<file path="config.mk">
export PLATFORM = sky130hd
export DESIGN_NAME = multicycle_controller
export DESIGN_NICKNAME = d
export VERILOG_FILES = /design/src/rtl/riscv_ctrl_pkg.sv /design/src/rtl/alu_decoder.sv /design/src/rtl/multicycle_controller.sv
export SDC_FILE = /design/constraint.sdc
export NUM_CORES = 1
export LEC_CHECK = 0
export ABC_AREA = 1
export CAP_MARGIN = 20
export CORE_MARGIN = 5
export CORE_UTILIZATION = 38
export CTS_CLUSTER_DIAMETER = 120
export DETAILED_ROUTE_END_ITERATION = 8
export PLACE_DENSITY = 0.78
export SYNTH_ARGS = -nofsm -noshare
export SYNTH_HDL_FRONTEND = slang
export SYNTH_SLANG_ARGS = --single-unit
</file>
<file path="constraint.sdc">
create_clock -name clk -period 1.62 [get_ports clk]
set_input_delay 0.162 -clock clk [delete_from_list [all_inputs] [get_ports clk]]
set_output_delay 0.162 -clock clk [all_outputs]
set_load 0.02 [all_outputs]
</file>
<file path="src/rtl/riscv_ctrl_pkg.sv">
// Shared encodings for the multi-cycle RV32I control path: FSM states, opcodes and datapath select codes.
package riscv_ctrl_pkg;

    typedef enum logic [3:0] {
        S_FETCH, S_DECODE, S_MEMADR, S_MEMREAD, S_MEMWB, S_MEMWRITE, S_EXECR,
        S_EXECI, S_ALUWB, S_BRANCH, S_JAL, S_JALR1, S_JALR2, S_LUI
    } state_t;

    localparam logic [6:0] OP_LOAD   = 7'b0000011;
    localparam logic [6:0] OP_STORE  = 7'b0100011;
    localparam logic [6:0] OP_RTYPE  = 7'b0110011;
    localparam logic [6:0] OP_ITYPE  = 7'b0010011;
    localparam logic [6:0] OP_BRANCH = 7'b1100011;
    localparam logic [6:0] OP_JAL    = 7'b1101111;
    localparam logic [6:0] OP_JALR   = 7'b1100111;
    localparam logic [6:0] OP_LUI    = 7'b0110111;

    localparam logic [2:0] ALU_ADD  = 3'b000;
    localparam logic [2:0] ALU_SUB  = 3'b001;
    localparam logic [2:0] ALU_AND  = 3'b010;
    localparam logic [2:0] ALU_OR   = 3'b011;
    localparam logic [2:0] ALU_XOR  = 3'b100;
    localparam logic [2:0] ALU_SLT  = 3'b101;
    localparam logic [2:0] ALU_SLTU = 3'b110;

    localparam logic [1:0] ALUOP_ADD   = 2'b00;
    localparam logic [1:0] ALUOP_SUB   = 2'b01;
    localparam logic [1:0] ALUOP_FUNCT = 2'b10;

    localparam logic [2:0] IMM_I = 3'b000;
    localparam logic [2:0] IMM_S = 3'b001;
    localparam logic [2:0] IMM_B = 3'b010;
    localparam logic [2:0] IMM_J = 3'b011;
    localparam logic [2:0] IMM_U = 3'b100;

    localparam logic [1:0] RES_ALUOUT = 2'b00;
    localparam logic [1:0] RES_DATA   = 2'b01;
    localparam logic [1:0] RES_ALURES = 2'b10;
    localparam logic [1:0] RES_IMM    = 2'b11;

    localparam logic [1:0] SRCA_PC    = 2'b00;
    localparam logic [1:0] SRCA_OLDPC = 2'b01;
    localparam logic [1:0] SRCA_A     = 2'b10;

    localparam logic [1:0] SRCB_WD    = 2'b00;
    localparam logic [1:0] SRCB_IMM   = 2'b01;
    localparam logic [1:0] SRCB_FOUR  = 2'b10;

endpackage

</file>
<file path="src/rtl/alu_decoder.sv">
// ALU operation decode from ALUOp and instruction function fields.
// The unsupported flag depends only on funct3 so DECODE can flag shifts before execute.
module alu_decoder
    import riscv_ctrl_pkg::*;
(
    input  logic [1:0] ALUOp,
    input  logic [2:0] funct3,
    input  logic       funct7b5,
    input  logic       op5,
    output logic [2:0] ALUControl,
    output logic       unsupported
);

    always_comb begin
        ALUControl  = ALU_ADD;
        unsupported = (funct3 == 3'b001) || (funct3 == 3'b101);
        case (ALUOp)
            ALUOP_SUB:   ALUControl = ALU_SUB;
            ALUOP_FUNCT: begin
                case (funct3)
                    3'b000:  ALUControl = (op5 && funct7b5) ? ALU_SUB : ALU_ADD;
                    3'b111:  ALUControl = ALU_AND;
                    3'b110:  ALUControl = ALU_OR;
                    3'b100:  ALUControl = ALU_XOR;
                    3'b010:  ALUControl = ALU_SLT;
                    3'b011:  ALUControl = ALU_SLTU;
                    default: ALUControl = ALU_ADD;
                endcase
            end
            default:     ALUControl = ALU_ADD;
        endcase
    end

endmodule

</file>
<file path="src/rtl/multicycle_controller.sv">
// Main control FSM of the multi-cycle RV32I core.
// Optional MEM_HANDSHAKE_EN: FETCH/MEMREAD/MEMWRITE wait for mem_ready.
module multicycle_controller
    import riscv_ctrl_pkg::*;
(
    input  logic       clk,
    input  logic       rst,
    input  logic [6:0] op,
    input  logic [2:0] funct3,
    input  logic       funct7b5,
    input  logic       Zero,
    input  logic       LessThan,
    input  logic       mem_ready,
    output logic       PCWrite,
    output logic       AdrSrc,
    output logic       IRWrite,
    output logic       MemWrite,
    output logic       RegWrite,
    output logic [1:0] ResultSrc,
    output logic [1:0] ALUSrcA,
    output logic [1:0] ALUSrcB,
    output logic [2:0] ALUControl,
    output logic [2:0] ImmSrc,
    output logic       instr_done,
    output logic       illegal
);

    state_t     state_q, state_d;
    logic [1:0] alu_op;
    logic       funct_unsup;
    logic       rdy;
    logic       pcw, irw, mw, rw, done, ill;
    logic       op_known, op_alu;

`ifdef MEM_HANDSHAKE_EN
    assign rdy = mem_ready;
`else
    logic mem_ready_unused;
    assign mem_ready_unused = mem_ready;
    assign rdy = 1'b1;
`endif

    alu_decoder u_alu_dec (
        .ALUOp      (alu_op),
        .funct3     (funct3),
        .funct7b5   (funct7b5),
        .op5        (op[5]),
        .ALUControl (ALUControl),
        .unsupported(funct_unsup)
    );

    assign op_alu   = (op == OP_RTYPE) || (op == OP_ITYPE);
    assign op_known = op_alu || (op == OP_LOAD) || (op == OP_STORE) || (op == OP_BRANCH) ||
                      (op == OP_JAL) || (op == OP_JALR) || (op == OP_LUI);

    always_ff @(posedge clk) begin
        if (rst) state_q <= S_FETCH;
        else     state_q <= state_d;
    end

    always_comb begin
        state_d = state_q;
        case (state_q)
            S_FETCH:    if (rdy) state_d = S_DECODE;
            S_DECODE: begin
                case (op)
                    OP_LOAD, OP_STORE: state_d = S_MEMADR;
                    OP_RTYPE:          state_d = S_EXECR;
                    OP_ITYPE:          state_d = S_EXECI;
                    OP_BRANCH:         state_d = S_BRANCH;
                    OP_JAL:            state_d = S_JAL;
                    OP_JALR:           state_d = S_JALR1;
                    OP_LUI:            state_d = S_LUI;
                    default:           state_d = S_FETCH;
                endcase
            end
            S_MEMADR:   state_d = (op == OP_STORE) ? S_MEMWRITE : S_MEMREAD;
            S_MEMREAD:  if (rdy) state_d = S_MEMWB;
            S_MEMWRITE: if (rdy) state_d = S_FETCH;
            S_EXECR,
            S_EXECI,
            S_JAL,
            S_JALR2:    state_d = S_ALUWB;
            S_JALR1:    state_d = S_JALR2;
            default:    state_d = S_FETCH;
        endcase
    end

    // Enables are built ungated here and forced low under reset below.
    always_comb begin
        pcw       = 1'b0;
        irw       = 1'b0;
        mw        = 1'b0;
        rw        = 1'b0;
        done      = 1'b0;
        ill       = 1'b0;
        AdrSrc    = 1'b0;
        ResultSrc = RES_ALUOUT;
        ALUSrcA   = SRCA_PC;
        ALUSrcB   = SRCB_WD;
        ImmSrc    = IMM_I;
        alu_op    = ALUOP_ADD;
        case (state_q)
            S_FETCH: begin
                irw       = rdy;
                pcw       = rdy;
                ALUSrcB   = SRCB_FOUR;
                ResultSrc = RES_ALURES;
            end
            S_DECODE: begin
                ALUSrcA = SRCA_OLDPC;
                ALUSrcB = SRCB_IMM;
                ImmSrc  = IMM_B;
                ill     = !op_known || (op_alu && funct_unsup);
            end
            S_MEMADR: begin
                ALUSrcA = SRCA_A;
                ALUSrcB = SRCB_IMM;
                ImmSrc  = (op == OP_STORE) ? IMM_S : IMM_I;
            end
            S_MEMREAD:  AdrSrc = 1'b1;
            S_MEMWB: begin
                ResultSrc = RES_DATA;
                rw        = 1'b1;
                done      = 1'b1;
            end
            S_MEMWRITE: begin
                AdrSrc = 1'b1;
                mw     = 1'b1;
                done   = rdy;
            end
            S_EXECR: begin
                ALUSrcA = SRCA_A;
                alu_op  = ALUOP_FUNCT;
            end
            S_EXECI: begin
                ALUSrcA = SRCA_A;
                ALUSrcB = SRCB_IMM;
                alu_op  = ALUOP_FUNCT;
            end
            S_ALUWB: begin
                rw   = 1'b1;
                done = 1'b1;
            end
            S_BRANCH: begin
                ALUSrcA = SRCA_A;
                alu_op  = ALUOP_SUB;
                done    = 1'b1;
                case (funct3)
                    3'b000:  pcw = Zero;
                    3'b001:  pcw = !Zero;
                    3'b100:  pcw = LessThan;
                    3'b101:  pcw = !LessThan;
                    default: pcw = 1'b0;
                endcase
            end
            S_JAL, S_JALR2: begin
                ALUSrcA = SRCA_OLDPC;
                ALUSrcB = SRCB_FOUR;
                pcw     = 1'b1;
            end
            S_JALR1: begin
                ALUSrcA = SRCA_A;
                ALUSrcB = SRCB_IMM;
            end
            S_LUI: begin
                ImmSrc    = IMM_U;
                ResultSrc = RES_IMM;
                rw        = 1'b1;
                done      = 1'b1;
            end
            default: ;
        endcase
    end

    assign PCWrite    = pcw  && !rst;
    assign IRWrite    = irw  && !rst;
    assign MemWrite   = mw   && !rst;
    assign RegWrite   = rw   && !rst;
    assign instr_done = done && !rst;
    assign illegal    = ill  && !rst;

endmodule

</file>
Word level (Yosys, flattened, before mapping)
Cells that the tools add are included.

storage, ports and cells
  register bits = 4
  output and inout bits = 19

operators by class
  equality and inequality tests = 30
  mux-type cells = 20
  reduce and logical (&&, ||, !) cells = 33

operator list
  kind                                                                    number
  4-bit one-hot mux with 7 select lines                                   1
  4-bit equality test (second input constant)                             6
  4-bit one-hot mux with 6 select lines                                   1
  7-bit by 6-bit equality test with 1-bit output (second input constant)  3
  7-bit equality test (second input constant)                             3
  3-bit one-hot mux with 6 select lines                                   1
  4-bit by 3-bit equality test with 1-bit output (second input constant)  4
  3-bit equality test (second input constant)                             4
  2-bit one-hot mux with 2 select lines                                   3
  5-bit OR reduction                                                      2
  1-bit logical OR                                                        9
  3-bit one-hot mux with 3 select lines                                   1
  3-bit OR reduction                                                      3
  4-bit by 2-bit equality test with 1-bit output (second input constant)  2
  1-bit logical AND                                                       8
  1-bit two-way mux                                                       8
  4-bit OR reduction                                                      2
  7-bit by 2-bit equality test with 1-bit output (second input constant)  1
  7-bit by 5-bit equality test with 1-bit output (second input constant)  1
  3-bit by 2-bit equality test with 1-bit output (second input constant)  2
  2-bit one-hot mux with 3 select lines                                   1
  3-bit one-hot mux with 2 select lines                                   1
  2-bit OR reduction                                                      3
  4-bit by 1-bit equality test with 1-bit output (second input constant)  1
  9 further kinds                                                         12

Longest topological paths before layout
Gate-level depths: netlist of run 1.

  word-level depth = 12
  gate-level depth with buffers = 9
  depth with buffers taken out = 9

Cells and area by module
From an unflattened synthesis of run 1, not the netlist that was laid out.

second synthesis, totals
  cells, all modules = 132
  area total of the unflattened synthesis = 723.2 µm²

by module, submodules not included
  module                 instances  cells an instance  area an instance (µm²)
  multicycle_controller  1          109                608.1
  alu_decoder            1          23                 115.1

Worst setup path before layout of run 1
No wires, ideal clock.

  path type = register to output
  from = reg state_q[0]
  to = out ALUControl[1]
  arrival time = 1.807 ns
  required time = 1.458 ns
  setup slack = -0.349 ns
  cell stages (with the launch flop) = 8
  path buffers = 0
  cells stage by stage = dfxtp_1 > inv_1 > nor2_2 > inv_2 > nor2_2 > inv_1 > ha_1 > nor4_1

between the ends
  cells in the longest elaborated chain, start to end = 5
  elaborated cells between the ends (all ways) = 8

RTL lines
  element                                                                                RTL line                      source
  start, declared                                                                        multicycle_controller.sv:28   state_t state_q, state_d;
  start signal, assigned                                                                 multicycle_controller.sv:58   else state_q <= state_d;
  4-bit by 3-bit equality test with 1-bit output                                         multicycle_controller.sv:103  case (state_q)
  2-bit OR reduction (no source line)                                                    --
  2-bit one-hot mux with 2 select lines (*)                                              multicycle_controller.sv:103
  2-bit equality test or 2-bit by 1-bit equality test with 1-bit output (tied branches)  alu_decoder.sv:17             case (ALUOp)
  3-bit one-hot mux with 2 select lines (*)                                              alu_decoder.sv:17
  end, declared                                                                          multicycle_controller.sv:22   output logic [2:0] ALUControl,

Mark *: on every way between the ends. The rest lies on a longest branch, timed or not.

Worst setup path after layout of run 1
  from = reg state_q[0]
  to = out ALUControl[0]

The elaborated chain is that of the path after synthesis.

==> results of run 1 <==
## power by group
group	switching, mW	leakage, nW	total (mW)	internal, mW
Sequential	0.00238	0.0346	0.103	0.100
Combinational	0.145	0.758	0.267	0.122
Clock	0.0488	0.0138	0.132	0.0834
Total	0.196	0.807	0.502	0.306
## layout by cell type, fill, tap and decap left out, types with 2 or more instances in the layout
cell type        count
dlygate4sd2_1        5
a21oi_1              6
dlymetal6s2s_1       2
clkbuf_4             3
nor2_1              14
ha_4                 2
inv_2               13
dfxtp_2              3
nand3_1              6
buf_6               10
o21ai_0              7
nand3_2              4
nor2_2               7
clkdlybuf4s50_1      7
inv_1               12
buf_4               50
buf_2                6
o21ai_2              2
nor2_4              14
nor3_1               2
nand4_1              2
nand2_2              7
nand2_1             12
## worst min-delay path, cell delays in order
cell and delay (ns):
dlymetal6s2s_1 0.19, nand3_2 0.12, o21ai_0 0.13, nand2_1 0.10
a21oi_1 0.06
## worst max-delay path by stage
| stage | cells past startpoint | startpoint | slack [ns] | to |
|---|---|---|---|---|
| after floorplan | 7 | state_q[0] | -0.06 | ALUControl[1] |
| after CTS | 8 | state_q[0] | -0.15 | ALUControl[1] |
| after global placement | 10 | op[1] | -0.53 | illegal |
| final | 10 | state_q[0] | -0.25 | ALUControl[0] |
| after global routing | 10 | state_q[0] | -0.34 | ALUControl[0] |
| after detailed placement | 9 | op[2] | -0.58 | illegal |
## layout make-up
type                       instances  share of cell area
inverter                          26             0.06324
sequential                         4             0.05534
multi-input combinational         94              0.4221
clock buffer                       3             0.01423
tap                               17             0.01344
timing repair buffer              83              0.4316
## layer usage
metal | vias up | GRT usage | wire, um
met5 | - | 0 | 0
met4 | 0 | 0.07424 | 248
met3 | 29 | 0.07289 | 371
met2 | 104 | 0.4850 | 2093
met1 | 620 | 0.2426 | 1629
li1 | 573 | - | -
## logic make-up (layout without fill, tap and decap cells)
logic type | after synthesis | in the layout | synth area share
compound gates | 21 | 21 | 0.1834
fa+ha+maj | 2 | 2 | 0.03860
buf+inv | 27 | 112 | 0.1564
flops | 4 | 4 | 0.1236
simple gates | 71 | 71 | 0.4981
## stage by stage
step / cells / power (mW)
6_report: 227 / 0.5019
5_1_grt: 227 / 0.5326
4_1_cts: 221 / 0.4452
3_5_place_dp: 212 / 0.3125
3_3_place_gp: 212 / 0.3066
2_1_floorplan: 125 / 0.1878
## repair_timing
item | CTS | global route
resized for setup | 104 | 61
pin swaps | 9 | 20
setup buffers | 6 | 7
endpoints found under the setup margin | 19 | 18
endpoints found under the hold margin | 0 | 0
==> results.toml, run 1 <==
[run_status]
status = "complete, but fails checks"
violations = "setup timing"

[sta]
slew_violations = 0
period_minus_slack_ns = 1.869
setup-tns-final_ns = -1.018
whs_ns = 0.5702
fmax_mhz = 535.1
rsz0062_at_grt = "yes"
relSlewSlack = 0.7816
fin_skew_ns = 0.009662
worst_pin_slew_ns = 0.3277
fin_crit_sh = 1.154
finalSetupViolCount = 12
hold_viol_final = 0
fin_ws_ns = -0.2489

[detailed_routing]
via_per_inst = 5.841
drtIter0Drc = 67
drt_first_pass_iters = 4
wirelength_mm = 4.343
ant_nets = 0
vias = 1326
drc = 0
wl_per_cell_um = 19.13

[clock_network]
cts_tree = "built"
cts_hold_buffers = 0
cts_sinks = 4
cts_buffers = 3
cts_buffer_depth = 2
clkLatencyLatePin_ns = 0.25
cts-root-buf = "clkbuf_4"
cts.clk_slew.worst_paths_ns = 0.05
htreeDepth = 1

[worst_setup_path]
end_kind = "output port"
critical_path.top_delay_family = "buffers and inverters"
r2r-end = "state_q[1]"
path_buf_inv = 5
cp_slowest_stage_delay_ns = 0.34
arrival_ns = 1.71
worstPathMaxFanout = 2
worst-setup-path-type = "flop to output port"
reg2reg_depth = 10
cp_cell_sequence = "inv_2 -> nor2_4 -> inv_2 -> nor2_4 -> buf_4 -> buf_6 -> ha_4 -> a31oi_2 -> a21oi_1 -> buf_4"
worstReg2RegStart = "state_q[0]"
worstSetupStartpointType = "flop"
cp.required_ns = 1.46
reg2reg_slack_ns = 0.21
critPathSlowestCell = "dfxtp_2"

[logic_synthesis]
ys_ff_latch = 4
yosys-top-cells-area = "nor2_1 (17%), inv_1 (13%), dfxtp_1 (12%)"
async_flop_share = 0
synth_edf_count = 0
synth_area_leader_cell = "nor2_1"
post-synth-top-count-cell = "nor2_1"
syn_area_um2 = 648.1
syn_inst = 125
syn-num-nets = 143
synthDistinctLibCells = 22
yosys_most_used_dff = "dfxtp_1"
yosys_warnings = 0
synth_top_area_share = 0.1680
synth_common_cells = "nor2_1 (29), inv_1 (23), nand2_1 (19)"
ys_seq_area_frac = 0.1236
synth_area_per_cell_um2 = 5.185

[place]
place.gp.congestion = 0.8449
detailedPlace.worstSlack_ns = -0.5764
portBuffers = 33
dpl_cell_area_um2 = 1301
place_hpwl_mm = 2.187

[floorplanning]
die_area_um2 = 2632
initial_core_util = 0.3880
pin_count = 35
die_y_um = 51.30
rows = 15
die_w_um = 51.30
core_um2 = 1670

[power_and_ir_drop]
vdd_ir_drop_max_mv = 0.4729
power.density_nw_per_um2 = 317.1
p_leak_nw = 0.8068

[finish]
drive_gt1_frac = 0.6190
fillers = 50
top_register = "state_q"
nNetsFinal = 230
multi_input_area_um2 = 668.1
largest_register_ffs = 4
final_area_um2 = 1583
syn2layout_area_growth_pct = 144.2
largestRegisters = "state_q x4"
fin_util = 0.9476
diodes = 0
ff_latch_area_um2 = 87.58

[min_path]
holdPathEnd = "state_q[2]"
hold_start = "op[5]"
holdPathStages = 5
hold_class = "input port to flop"

[grt]
grt_pass1_wl_mm = 4.981
antenna_found_initial = 0
grt_max_degree = 6
grt.overflow.total = 0
grt_pass1_vias = 1163
grt_util_all_layers = 0.2462

[job]
drv_cap = 0
(Power assumes the default switching activity.)
==> run 2: changes to the inputs <==
- SKIP_LAST_GASP: default -> 1
==> run 2 against run 1 <==
Compared with the run above: the flow still finishes with violations (setup timing); sequential share of layout area hardly changed; count of clock-buffer cells in the layout stayed put; global-route usage is 0.42 points lower; first-iteration DRC count is 25% lower.
==> results.toml, run 2 (synthesis results as in run 1) <==
[floorplanning]
die_y_um = 51.30
die_area_um2 = 2632
pin_count = 35
core_um2 = 1670
rows = 15
die_w_um = 51.30
initial_core_util = 0.3880

[worst_setup_path]
cp_cell_sequence = "inv_2 -> nor2_4 -> inv_2 -> nor2_4 -> inv_2 -> ha_4 -> nor4_4 -> buf_4"
worst-setup-path-type = "flop to output port"
worstReg2RegStart = "state_q[0]"
cp_slowest_stage_delay_ns = 0.34
cp.required_ns = 1.46
path_common_cell = "inv_2"
reg2reg_depth = 9
end_kind = "output port"
crit_end = "ALUControl[1]"
worstSetupStartpointType = "flop"
worstPathMaxFanout = 2
reg2reg_slack_ns = 0.08
setup.worst_path.start = "state_q[0]"
r2r-end = "state_q[3]"
arrival_ns = 1.65
critPathSlowestCell = "dfxtp_2"

[sta]
fmax_mhz = 552.2
period_minus_slack_ns = 1.811
slew_violations = 0
hold_viol_final = 0
fin_ws_ns = -0.1909
relSlewSlack = 0.7586
setup-tns-final_ns = -0.8056
fin_skew_ns = 0.01133
rsz0062_at_grt = "yes"
finalSetupViolCount = 10
worst_pin_slew_ns = 0.3620
fin_crit_sh = 1.118

[clock_network]
clkLatencyLatePin_ns = 0.24
cts.clk_slew.worst_paths_ns = 0.04
cts_tree = "built"
cts_sinks = 4
cts_buffer_depth = 2
htreeDepth = 1
cts-root-buf = "clkbuf_4"
cts_buffers = 3

[finish]
syn2layout_area_growth_pct = 143.4
drive_gt1_frac = 0.6190
fin_util = 0.9446
top_register = "state_q"
mostFrequentLayoutCells = "buf_4 (50), nor2_1 (14), inv_1 (13), inv_2 (12), nor2_4 (12)"
largest_register_ffs = 4
final_area_um2 = 1578
diodes = 0
nNetsFinal = 230
fillers = 45
largestRegisters = "state_q x4"
final_common_cell = "buf_4"
stdcell_count = 227

[grt]
grt_max_degree = 6
grt_util_all_layers = 0.2420
grt.overflow.total = 0
grt_pass1_vias = 1174
antenna_found_initial = 0
grt_pass1_wl_mm = 4.878

[place]
dp.cells = 212
place_hpwl_mm = 2.187
portBuffers = 33
detailedPlace.worstSlack_ns = -0.5764
place.gp.congestion = 0.8449
dpl_cell_area_um2 = 1301

[detailed_routing]
drtIter0Drc = 50
wl_per_cell_um = 18.60
ant_nets = 0
drt_first_pass_iters = 4
wirelength_mm = 4.223
vias = 1311
via_per_inst = 5.775
drc = 0

[job]
drv_cap = 0

[power_and_ir_drop]
vdd_ir_drop_max_mv = 0.4352
power.density_nw_per_um2 = 316.7
p_leak_nw = 0.8143

[run_status]
violations = "setup timing"
status = "complete, but fails checks"

[min_path]
hold_class = "input port to flop"
-- run 2: cell count changes in the layout (fill, tap and decap cells not counted), sizes merged --
cell           delta
dlymetal6s2s      +1
clkdlybuf4s50     -1
-- run 2: power breakdown --
part	total, mW	internal (mW)	switching (mW)
Clock	0.129	0.0832	0.0456
Combinational	0.268	0.121	0.146
Sequential	0.103	0.100	0.00265
-- run 2: worst min-delay path by stage --
stage                     startpoint    endpoint  slack (ns)  depth (start not counted)
final                          op[5]  state_q[2]        0.55                          5
after global routing           op[5]  state_q[2]        0.57                          5
after CTS                      op[6]  state_q[0]        0.61                          6
after detailed placement  state_q[0]  state_q[0]        0.65                          4
after global placement    state_q[0]  state_q[0]        0.64                          4
after floorplan                op[5]  state_q[1]        0.38                          3
-- run 2: area by class of cell --
type	count	area [um^2]	area share
Timing Repair Buffer	83	685.7	0.4346
Multi-Input combinational cell	94	660.6	0.4187
Inverter	26	100.1	0.06344
Sequential cell	4	87.58	0.05551
Clock buffer	3	22.52	0.01427
Tap cell	17	21.27	0.01348
-- run 2: layer usage --
layer  vias to the layer above  track usage  routed length, um
li1                        572            -                  -
met3                        33      0.06997                386
met4                         0       0.1048                252
met2                       100       0.4657               2063
met5                         -            0                  0
met1                       606       0.2356               1522
-- run 2: worst max-delay path, delay by kind of cell, from the launching register on --
family | cells | cell delay [ns]
and+or+nand+nor | 3 | 0.46
DFF | 1 | 0.34
adders and majority gates | 1 | 0.23
buffers and inverters | 4 | 0.37
-- run 2: timing repair --
| item | CTS | global route |
|---|---|---|
| hold buffers | 0 | 0 |
| setup endpoints to repair | 19 | 19 |
| resized for setup | 99 | 67 |
| pin swaps | 8 | 19 |
| buffers inserted | 6 | 9 |
-- run 2: metrics by stage --
step                      hold slack [ns]  total power, mW
after CTS                          0.6100           0.4448
after detailed placement           0.6462           0.3125
final                              0.5528           0.4996
after floorplan                    0.3804           0.1878
after global placement             0.6360           0.3066
after global routing               0.5743           0.5294
